**src/rtl/tt_um_hoene_manchester_rx.sv**
```systemverilog
// rtl/tt_um_hoene_manchester_rx.sv - Manchester receiver with rate acquisition, drift tracking and word framing
module tt_um_hoene_manchester_rx #(
  parameter int CNT_W    = 6,
  parameter int MIN_HALF = 4,
  parameter int WORD_W   = 8,
  parameter int POLARITY = 0
) (
  input  logic              clk,
  input  logic              rst,
  input  logic              in,
  output logic              out_data,
  output logic              out_valid,
  output logic              out_error,
  output logic              out_locked,
  output logic [CNT_W-1:0]  out_halfperiod,
  output logic [WORD_W-1:0] out_word,
  output logic              out_word_valid
);

  typedef enum logic {HUNT, LOCKED} state_t;
  typedef enum logic {MID, BOUNDARY} phase_t;

  localparam int XW = CNT_W + 3;
  localparam logic [CNT_W-1:0] CNT_MAX    = {CNT_W{1'b1}};
  localparam logic [CNT_W-1:0] MIN_C      = CNT_W'(MIN_HALF);
  localparam logic [XW-1:0]    MIN_X      = XW'(MIN_HALF);
  localparam logic [XW-1:0]    LOCK_MIN_X = XW'(2 * MIN_HALF);
  localparam logic [XW-1:0]    MAX_X      = XW'(CNT_MAX);
  localparam logic [5:0]       LAST_BIT   = 6'(WORD_W - 1);
  localparam logic             POL        = (POLARITY != 0);

  logic in_r, in_rr, trans;
  logic [CNT_W-1:0] cnt, w, half, half_n, prev_w, prev_w_n;
  logic [CNT_W-1:0] half_short, half_long;
  logic [XW-1:0] w_x, half_x, prev_x, two_w, three_half, five_half, avg_short, avg_long;
  logic is_glitch, is_short, is_long, lock_ok, idle_hit, bit_val;
  logic started, started_n, prev_valid, prev_valid_n, emit, err;
  state_t state, state_n;
  phase_t phase, phase_n;

  logic valid_s, error_s, data_s, locked_s, word_valid_s;
  logic [WORD_W-1:0] word_s, shreg_n;
  logic [WORD_W-2:0] shreg;
  logic [5:0] bit_cnt;

  // Interval measurement: w counts cycles since the previous edge, saturating at the counter limit.
  assign trans      = in_r ^ in_rr;
  assign w          = (cnt == CNT_MAX) ? CNT_MAX : cnt + 1'b1;
  assign w_x        = {3'b000, w};
  assign half_x     = {3'b000, half};
  assign prev_x     = {3'b000, prev_w};
  assign two_w      = w_x << 1;
  assign three_half = (half_x << 1) + half_x;
  assign five_half  = (half_x << 2) + half_x;

  assign is_glitch = w_x < MIN_X;
  assign is_short  = !is_glitch && (two_w < three_half);
  assign is_long   = !is_glitch && !is_short && (two_w < five_half);
  // A long interval following a short one marks the opposite bit after two equal bits.
  assign lock_ok   = prev_valid && (w_x >= LOCK_MIN_X) && (w_x < MAX_X) &&
                     ((prev_x << 2) <= ((w_x << 1) + w_x));
  assign idle_hit  = !trans && (two_w >= five_half);

  // Slow first-order tracking; a long interval contributes its half-length.
  assign avg_short  = (three_half + w_x) >> 2;
  assign avg_long   = (three_half + (w_x >> 1)) >> 2;
  assign half_short = (avg_short < MIN_X) ? MIN_C : avg_short[CNT_W-1:0];
  assign half_long  = (avg_long < MIN_X) ? MIN_C : avg_long[CNT_W-1:0];

  assign bit_val = in_r ^ POL;
  assign shreg_n = {shreg, bit_val};

  // Next-state decode: acquisition in HUNT, interval classification and tracking in LOCKED.
  always_comb begin
    state_n      = state;
    phase_n      = phase;
    half_n       = half;
    prev_w_n     = prev_w;
    prev_valid_n = prev_valid;
    started_n    = started;
    emit         = 1'b0;
    err          = 1'b0;
    case (state)
      HUNT: begin
        if (trans) begin
          if (!started) begin
            started_n    = 1'b1;
            prev_valid_n = 1'b0;
          end else if (is_glitch) begin
            prev_valid_n = 1'b0;
          end else begin
            prev_w_n     = w;
            prev_valid_n = 1'b1;
            if (lock_ok) begin
              state_n = LOCKED;
              half_n  = w >> 1;
              phase_n = MID;
              emit    = 1'b1;
            end
          end
        end
      end
      default: begin
        if (trans) begin
          if (is_short && phase == MID) begin
            phase_n = BOUNDARY;
            half_n  = half_short;
          end else if (is_short) begin
            phase_n = MID;
            half_n  = half_short;
            emit    = 1'b1;
          end else if (is_long && phase == MID) begin
            half_n  = half_long;
            emit    = 1'b1;
          end else begin
            err = 1'b1;
          end
        end else if (idle_hit) begin
          err = 1'b1;
        end
        if (err) begin
          state_n      = HUNT;
          started_n    = 1'b0;
          prev_valid_n = 1'b0;
        end
      end
    endcase
  end

  // Receiver state register.
  always_ff @(posedge clk) begin
    if (rst) begin
      state      <= HUNT;
      phase      <= MID;
      half       <= '0;
      prev_w     <= '0;
      prev_valid <= 1'b0;
      started    <= 1'b0;
    end else begin
      state      <= state_n;
      phase      <= phase_n;
      half       <= half_n;
      prev_w     <= prev_w_n;
      prev_valid <= prev_valid_n;
      started    <= started_n;
    end
  end

  // Input edge pipeline and saturating interval counter.
  always_ff @(posedge clk) begin
    if (rst) begin
      in_r  <= 1'b0;
      in_rr <= 1'b0;
      cnt   <= '0;
    end else begin
      in_r  <= in;
      in_rr <= in_r;
      if (trans)
        cnt <= '0;
      else if (cnt != CNT_MAX)
        cnt <= cnt + 1'b1;
    end
  end

  // Bit strobes and word assembly; an error drops the partial word.
  always_ff @(posedge clk) begin
    if (rst) begin
      valid_s      <= 1'b0;
      error_s      <= 1'b0;
      data_s       <= 1'b0;
      locked_s     <= 1'b0;
      word_s       <= '0;
      word_valid_s <= 1'b0;
      shreg        <= '0;
      bit_cnt      <= '0;
    end else begin
      valid_s      <= emit;
      error_s      <= err;
      locked_s     <= (state_n == LOCKED);
      word_valid_s <= 1'b0;
      if (emit)
        data_s <= bit_val;
      if (err) begin
        bit_cnt <= '0;
      end else if (emit) begin
        shreg <= shreg_n[WORD_W-2:0];
        if (bit_cnt == LAST_BIT) begin
          word_s       <= shreg_n;
          word_valid_s <= 1'b1;
          bit_cnt      <= '0;
        end else begin
          bit_cnt <= bit_cnt + 1'b1;
        end
      end
    end
  end

  // Output register stage; every output moves together so strobes and levels stay aligned.
  always_ff @(posedge clk) begin
    if (rst) begin
      out_data       <= 1'b0;
      out_valid      <= 1'b0;
      out_error      <= 1'b0;
      out_locked     <= 1'b0;
      out_halfperiod <= '0;
      out_word       <= '0;
      out_word_valid <= 1'b0;
    end else begin
      out_data       <= data_s;
      out_valid      <= valid_s;
      out_error      <= error_s;
      out_locked     <= locked_s;
      out_halfperiod <= half;
      out_word       <= word_s;
      out_word_valid <= word_valid_s;
    end
  end

endmodule

```
**config.mk**
```make
export PLATFORM = sky130hd
export DESIGN_NAME = tt_um_hoene_manchester_rx
export DESIGN_NICKNAME = d
export VERILOG_FILES = /design/src/rtl/tt_um_hoene_manchester_rx.sv
export SDC_FILE = /design/constraint.sdc
export NUM_CORES = 1
export LEC_CHECK = 0
export BUFFER_PORTS_ARGS = -buffer_cell sky130_fd_sc_hd__buf_4
export CAP_MARGIN = 15
export CORE_MARGIN = 5
export CORE_UTILIZATION = 45
export CTS_BUF_LIST = sky130_fd_sc_hd__clkbuf_2 sky130_fd_sc_hd__clkbuf_4 sky130_fd_sc_hd__clkbuf_8
export DETAILED_ROUTE_END_ITERATION = 12
export PLACE_DENSITY = 0.69
export SYNTH_ARGS = -nofsm -noshare
export SYNTH_HDL_FRONTEND = slang
export SYNTH_SLANG_ARGS = --single-unit
```
**constraint.sdc**
```tcl
create_clock -name clk -period 5.36 [get_ports clk]
set_input_delay 0.268 -clock clk [delete_from_list [all_inputs] [get_ports clk]]
set_output_delay 0.268 -clock clk [all_outputs]
set_load 0.1 [all_outputs]
```
==> results.txt, run 1 <==
run status: finished, final reports clean
hold path start: in
vias in the first global route: 3524
Final TNS setup: 0 ns
GRT overflow: 0
Fin. Hold Viols: 0
Worst Clk Skew: 0.00497 ns
Post-CTS Setup Inserts: 0
antenna-violating nets left: 0
register area share after synthesis: 32.3%
final setup fails: 0
DIE HEIGHT: 107 um
GP Congestion: 0.858
Post-synth EDFFs: 0
diodes inserted: 0
global-route wire length before repair: 16700 um
max frequency: 0.203 GHz
post-synthesis cell type count: 72
period utilization: 91.8%
HPWL after DPL: 7450 um
vias post-DR: 3527
number of H-tree levels: 3
Buffers on Ports: 21
Residual DRC: 0
syn_nets: 523
clock sink count: 68
Synth async-reset ratio: 0%
PostCTS Resize Cnt: 0
fin crit period: 4.92 ns
root buf cell: clkbuf_8
Initial DRT Pass Iterations: 4
Hold Path Depth: 2
Worst path max stage delay: 0.41 ns
Worst-Skew Late Latency: 0.34 ns
GRT Util Overall: 18.0%
Syn Std Cell Area: 4220 um^2
share of layout cells above drive strength 1: 16.1%
dominant synthesized flop cell: dfxtp_1
die width: 107 um
crit start category: flop
r2r setup slk: 0.44 ns
slowest library cell on the worst path: dfxtp_2
final layout net count: 553
CTS Buf Count: 9
Synthesis Warnings: 0
clk buf depth: 2
DRT iter0 DRCs: 197
PD cells: 217 nW/um^2
area grow syn2layout: 12.5%
crit-path leading delay family: simple AND/OR/NAND/NOR gates
Final Util: 51.6%
Hold Path End: bit_val
Leakage: 0.00205 uW
crit path buf inv count: 2
Routed WL: 9930 um
cts hold-fix bufs: 0
Reg2Reg Depth: 20
Worst Path Required: 5.59 ns
Worst path depth: 20
unrepaired setup endpoints after global routing: no
row count: 35
Final Max Tran Viols: 0
routed length per placed instance: 16.0 um
R2R Path Start: cnt[0]
clock-pin slew on the worst setup and hold paths: 0.08 ns
area of the die: 11400 um^2
worst-margin pin slew: 0.798 ns
CTS tree: done
Initial Util: 45.9%
largest net degree at the start of global routing: 44
mean area per synthesized cell: 8.92 um^2
io pins: 22
Post-Syn Instances: 473
CP Data Arrival Time: 5.15 ns
Hold Crit Class: in -> reg
post-synthesis register bit count: 68
core area: 9200 um^2
Crit Reg-Reg Endpoint: word_s[2]
VDD IR max: 0.159 mV
Setup CP Type: reg -> reg
via-per-instance ratio: 5.70
crit end category: flop
Crit Path Max Fanout: 13
CP cell instances: ha_2 > and4_4 > nand2_1 > and2_1 > inv_2 > ha_1 > a21o_1 > a21oi_1 > o21ai_0 > xnor2_1 > ha_1 > nand4_1 > or3_1 > o32a_1 > a2111oi_2 > nand2_1 > o311a_2 > nor2b_1 > buf_4 > mux2_2
initial antenna violation count: 0
worst rel slew slack: 45.4%
max cap viols: 0
==> cell usage after synthesis, types with 3 or more instances <==
library cell	instances	area share, %
dfxtp_1	68	32
nor2_1	57	5.1
ha_1	44	13
inv_1	34	3.0
a21oi_1	23	2.7
nor2b_1	19	2.8
nand2_1	18	1.6
o21ai_0	18	2.1
xnor2_1	13	2.7
nand2b_1	10	1.5
mux2i_1	9	2.1
mux2_2	8	2.1
xor2_1	8	1.7
a31oi_1	7	1.0
clkbuf_1	7	0.62
nand3_1	7	0.83
nor3_1	7	0.83
a211oi_1	6	1.1
o21ai_1	6	0.71
or3_1	6	0.89
a21o_1	5	0.89
o211ai_1	5	0.89
and2_1	4	0.59
nand4_1	4	0.59
nor3b_1	4	0.71
o21a_1	4	0.71
a31o_2	3	0.62
and3_1	3	0.44
buf_2	3	0.36
fa_1	3	1.4
nor4_1	3	0.44
o31ai_1	3	0.53
==> cell type report <==
cell class / instances / area, um^2
Clock buffer: 9 / 124
Tap cell: 111 / 139
Multi-Input combinational cell: 356 / 2670
Sequential cell: 68 / 1360
Inverter: 36 / 135
Fill cell: 859 / 4450
Timing Repair Buffer: 32 / 240
Clock inverter: 7 / 82.6
==> how the worst max path moves through the flow <==
stage               startpoint         end  slack, ns
floorplan               cnt[0]  bit_cnt[3]       0.83
global placement        cnt[0]   word_s[2]       0.35
CTS                     cnt[0]   word_s[2]       0.13
global route            cnt[0]   word_s[0]       0.08
finish                  cnt[0]   word_s[2]       0.44
detailed placement      cnt[0]     half[3]       0.16
==> sequential cells by signal, indices dropped and copies added (netlist names), 6 cells and up <==
signal and flops:
word_s 8, prev_w 6, cnt 6, half 6
out_word 8, shreg 7, out_halfperiod 6, bit_cnt 6
==> kinds of logic after synthesis <==
logic type,after synthesis,synth area share [%]
AOI/OAI and AO/OA,118,20.8
buffers and inverters,49,4.89
adders and majority gates,47,14.5
and+or+nand+nor,152,18.4
DFF,68,32.3
xor gates and xnor gates,21,4.36
muxes,18,4.80
==> per-layer routing <==
metal	part of all wire, %	vias to the layer above	track usage [%]
met2	50	64	32.1
met4	1.3	0	5.21
met5	0	-	0
met3	3.1	9	3.19
li1	-	1758	-
met1	45	1696	22.1
==> report_power, final <==
part	total, uW	internal [uW]	switching, uW
clock network	443	223	220
logic	76.3	27.4	48.9
registers	512	508	3.90
==> worst reg2reg max path, cell delays in order (launching register included) <==
cell and delay [ns]:
dfxtp_2 0.41, ha_2 0.26, and4_4 0.29, nand2_1 0.10, and2_1 0.24, inv_2 0.19
ha_1 0.26, a21o_1 0.15, a21oi_1 0.22, o21ai_0 0.15, xnor2_1 0.15, ha_1 0.33
nand4_1 0.12, or3_1 0.37, o32a_1 0.19, a2111oi_2 0.33, nand2_1 0.13, o311a_2 0.24
nor2b_1 0.19, buf_4 0.17, mux2_2 0.33
==> per-stage QoR <==
step / area, um^2 / cells / worst slack (ns) / hold WS (ns) / total power [uW]
after floorplan: 4220 / 473 / 0.834 / 0.348 / 577
after global placement: 4530 / 603 / 0.353 / 0.424 / 596
after detailed placement: 4530 / 603 / 0.157 / 0.432 / 597
after CTS: 4730 / 619 / 0.130 / 0.158 / 1040
after global routing: 4750 / 619 / 0.0775 / 0.173 / 1080
final: 4750 / 619 / 0.442 / 0.161 / 1030
==> layout by cell type, fill, tap and decap left out, types with 13 or more instances in the layout <==
cell type,count
dfxtp_1,67
nor2_1,57
ha_1,43
inv_1,33
buf_4,32
a21oi_1,23
nor2b_1,19
o21ai_0,18
nand2_1,18
xnor2_1,13
Power figures use the tool's default switching activity.
==> run 2: changes to the inputs <==
--- a/config.mk
+++ b/config.mk
@@ -7,11 +7,13 @@
 export LEC_CHECK = 0
 export BUFFER_PORTS_ARGS = -buffer_cell sky130_fd_sc_hd__buf_4
 export CAP_MARGIN = 15
+export CELL_PAD_IN_SITES_DETAIL_PLACEMENT = 0
+export CELL_PAD_IN_SITES_GLOBAL_PLACEMENT = 2
 export CORE_MARGIN = 5
-export CORE_UTILIZATION = 45
+export CORE_UTILIZATION = 40
 export CTS_BUF_LIST = sky130_fd_sc_hd__clkbuf_2 sky130_fd_sc_hd__clkbuf_4 sky130_fd_sc_hd__clkbuf_8
 export DETAILED_ROUTE_END_ITERATION = 12
-export PLACE_DENSITY = 0.69
+export PLACE_DENSITY = 0.89
 export SYNTH_ARGS = -nofsm -noshare
 export SYNTH_HDL_FRONTEND = slang
 export SYNTH_SLANG_ARGS = --single-unit
==> results.txt, run 2 (synthesized netlist as in run 1, its figures left out) <==
Reg area: 1360 um^2 (unchanged)
Hold Crit Class: in -> reg
Initial DRT Pass Iterations: 4 (unchanged)
Initial Util: 40.9% (-5.0 points)
Buffers on Ports: 21 (unchanged)
Leakage: 0.00205 uW (+0.14%)
clock-pin slew on the worst setup and hold paths: 0.08 ns (about the same)
crit end category: flop
Worst Path Required: 5.60 ns (about the same)
max cap viols: 0 (unchanged)
share of layout cells above drive strength 1: 15.7% (-0.39 points)
CTS tree: done
antenna-violating nets left: 0 (unchanged)
clk buf depth: 2 (unchanged)
worst-margin pin slew: 0.790 ns (-0.00775 ns)
internal power: 758 uW (about the same)
Final TNS setup: 0 ns (unchanged)
Routed WL: 10100 um (+1.5%)
io pins: 22 (unchanged)
die width: 113 um (+5.5%)
diodes inserted: 0 (unchanged)
final instance area: 4770 um^2 (+0.45%)
commonest non-fill, non-tap cells in the layout: dfxtp_1, nor2_1, ha_1, inv_1, buf_4
PD cells: 216 nW/um^2 (-0.68%)
PnR worst setup slack: 0.476 ns (+0.0342 ns)
Crit Path Max Fanout: 13 (unchanged)
VDD IR max: 0.165 mV (+3.4%)
CTS Buf Count: 9 (unchanged)
Worst Clk Skew: 0.00782 ns (+0.00285 ns)
crit start category: flop
period utilization: 91.1% (-0.64 points)
row count: 37 (+5.7%)
HPWL after DPL: 7620 um (+2.3%)
commonest non-fill, non-tap cell in the layout: dfxtp_1
Fill cells: 1001 (+17%)
Final Util: 46.2% (-5.4 points)
sw frac: 26.3% (-0.19 points)
via-per-instance ratio: 5.39 (-5.4%)
max frequency: 0.205 GHz (+0.70%)
largest net degree at the start of global routing: 44 (unchanged)
Worst-Skew Late Latency: 0.35 ns (about the same)
Residual DRC: 0 (unchanged)
vias post-DR: 3473 (-1.5%)
cts hold-fix bufs: 0 (unchanged)
Regs by FF count: out_word x8, word_s x8, shreg x7
area grow syn2layout: 13.0%
GRT Util Overall: 16.4% (-1.6 points)
area of the die: 12700 um^2 (+11%)
run status: finished, final reports clean
unrepaired setup endpoints after global routing: no
PostCTS Resize Cnt: 0 (unchanged)
Post-CTS Setup Inserts: 0 (unchanged)
Setup CP Type: reg -> reg
Clock power frac: 43.0% (about the same)
vias in the first global route: 3433 (-2.6%)
root buf cell: clkbuf_8
sequential share of power: 49.8% (+0.2 points)
final setup fails: 0 (unchanged)
fin crit period: 4.88 ns (-0.0342 ns)
area post-placement: 4560 um^2 (+0.69%)
routed length per placed instance: 15.6 um (-2.5%)
GRT overflow: 0 (unchanged)
DIE HEIGHT: 113 um (+5.5%)
final layout net count: 553 (unchanged)
Final Max Tran Viols: 0 (unchanged)
reported net switching power: 270 uW (-0.94%)
number of H-tree levels: 3 (unchanged)
global-route wire length before repair: 16700 um (-0.21%)
Fin Hold WS: 0.146 ns (-0.0156 ns)
GP Congestion: 0.845 (-1.6%)
area of the multi-input gates: 2660 um^2 (-0.38%)
Comb pwr share: 7.3% (about the same)
CP Data Arrival Time: 5.13 ns (-0.02 ns)
DRT iter0 DRCs: 220 (+12%)
core area: 10300 um^2 (+12%)
Fin. Hold Viols: 0 (unchanged)
worst rel slew slack: 46.0% (+0.53 points)
clock sink count: 68 (unchanged)
pre-CTS setup slack: 0.334 ns (+0.177 ns)
initial antenna violation count: 0 (unchanged)
==> run 2: metrics by stage <==
stage	cells	power [uW]
final	644	1030
after global routing	644	1080
after CTS	644	1040
after detailed placement	628	597
after global placement	628	597
after floorplan	473	577
==> run 2: per-layer routing <==
metal / part of all wire, % / vias to the layer above / global-route usage [%]
li1: - / 1768 / -
met1: 45 / 1634 / 19.6
met2: 50 / 55 / 28.7
met3: 3.0 / 16 / 3.85
met4: 1.9 / 0 / 6.01
met5: 0 / - / 0
==> run 2: power groups by stage <==
| stage | combinational, uW | sequential (uW) | clock (uW) |
|---|---|---|---|
| 3_5_place_dp | 73.7 | 523 | 0 |
| 3_3_place_gp | 73.7 | 523 | 0 |
| 6_report | 74.6 | 512 | 442 |
| 5_1_grt | 84.0 | 513 | 481 |
| 4_1_cts | 74.3 | 512 | 456 |
| 2_1_floorplan | 54.2 | 523 | 0 |
==> run 2: worst paths after layout <==
kind / from / end / slack (ns) / cells past startpoint
max: half[1] / word_s[5] / 0.48 / 16
min: in / bit_val / 0.15 / 2
max reg2reg: half[1] / word_s[5] / 0.48 / 16
min reg2reg: word_valid_s / out_word_valid / 0.44 / 1
==> run 2: critical path, stage by stage, from the launching register on <==
cell and delay, ns:
dfxtp_1 0.48, ha_1 0.31, inv_1 0.08, fa_1 0.42, nand2b_1 0.18, a21oi_1 0.23
xnor2_1 0.29, ha_1 0.34, a211o_1 0.37, a2111oi_4 0.46, a2111oi_4 0.11, a22oi_1 0.37
nand4_1 0.16, o311a_1 0.26, nor2b_1 0.22, buf_4 0.17, mux2_2 0.33
==> run 2: cell type report <==
class	instances	share of cell area [%]
multi-input cells	356	55.7
flip-flops and latches	68	28.6
repair buffers	32	5.04
well taps	136	3.57
inverters	36	2.83
clock buffers	9	2.60
clock inverters	7	1.73
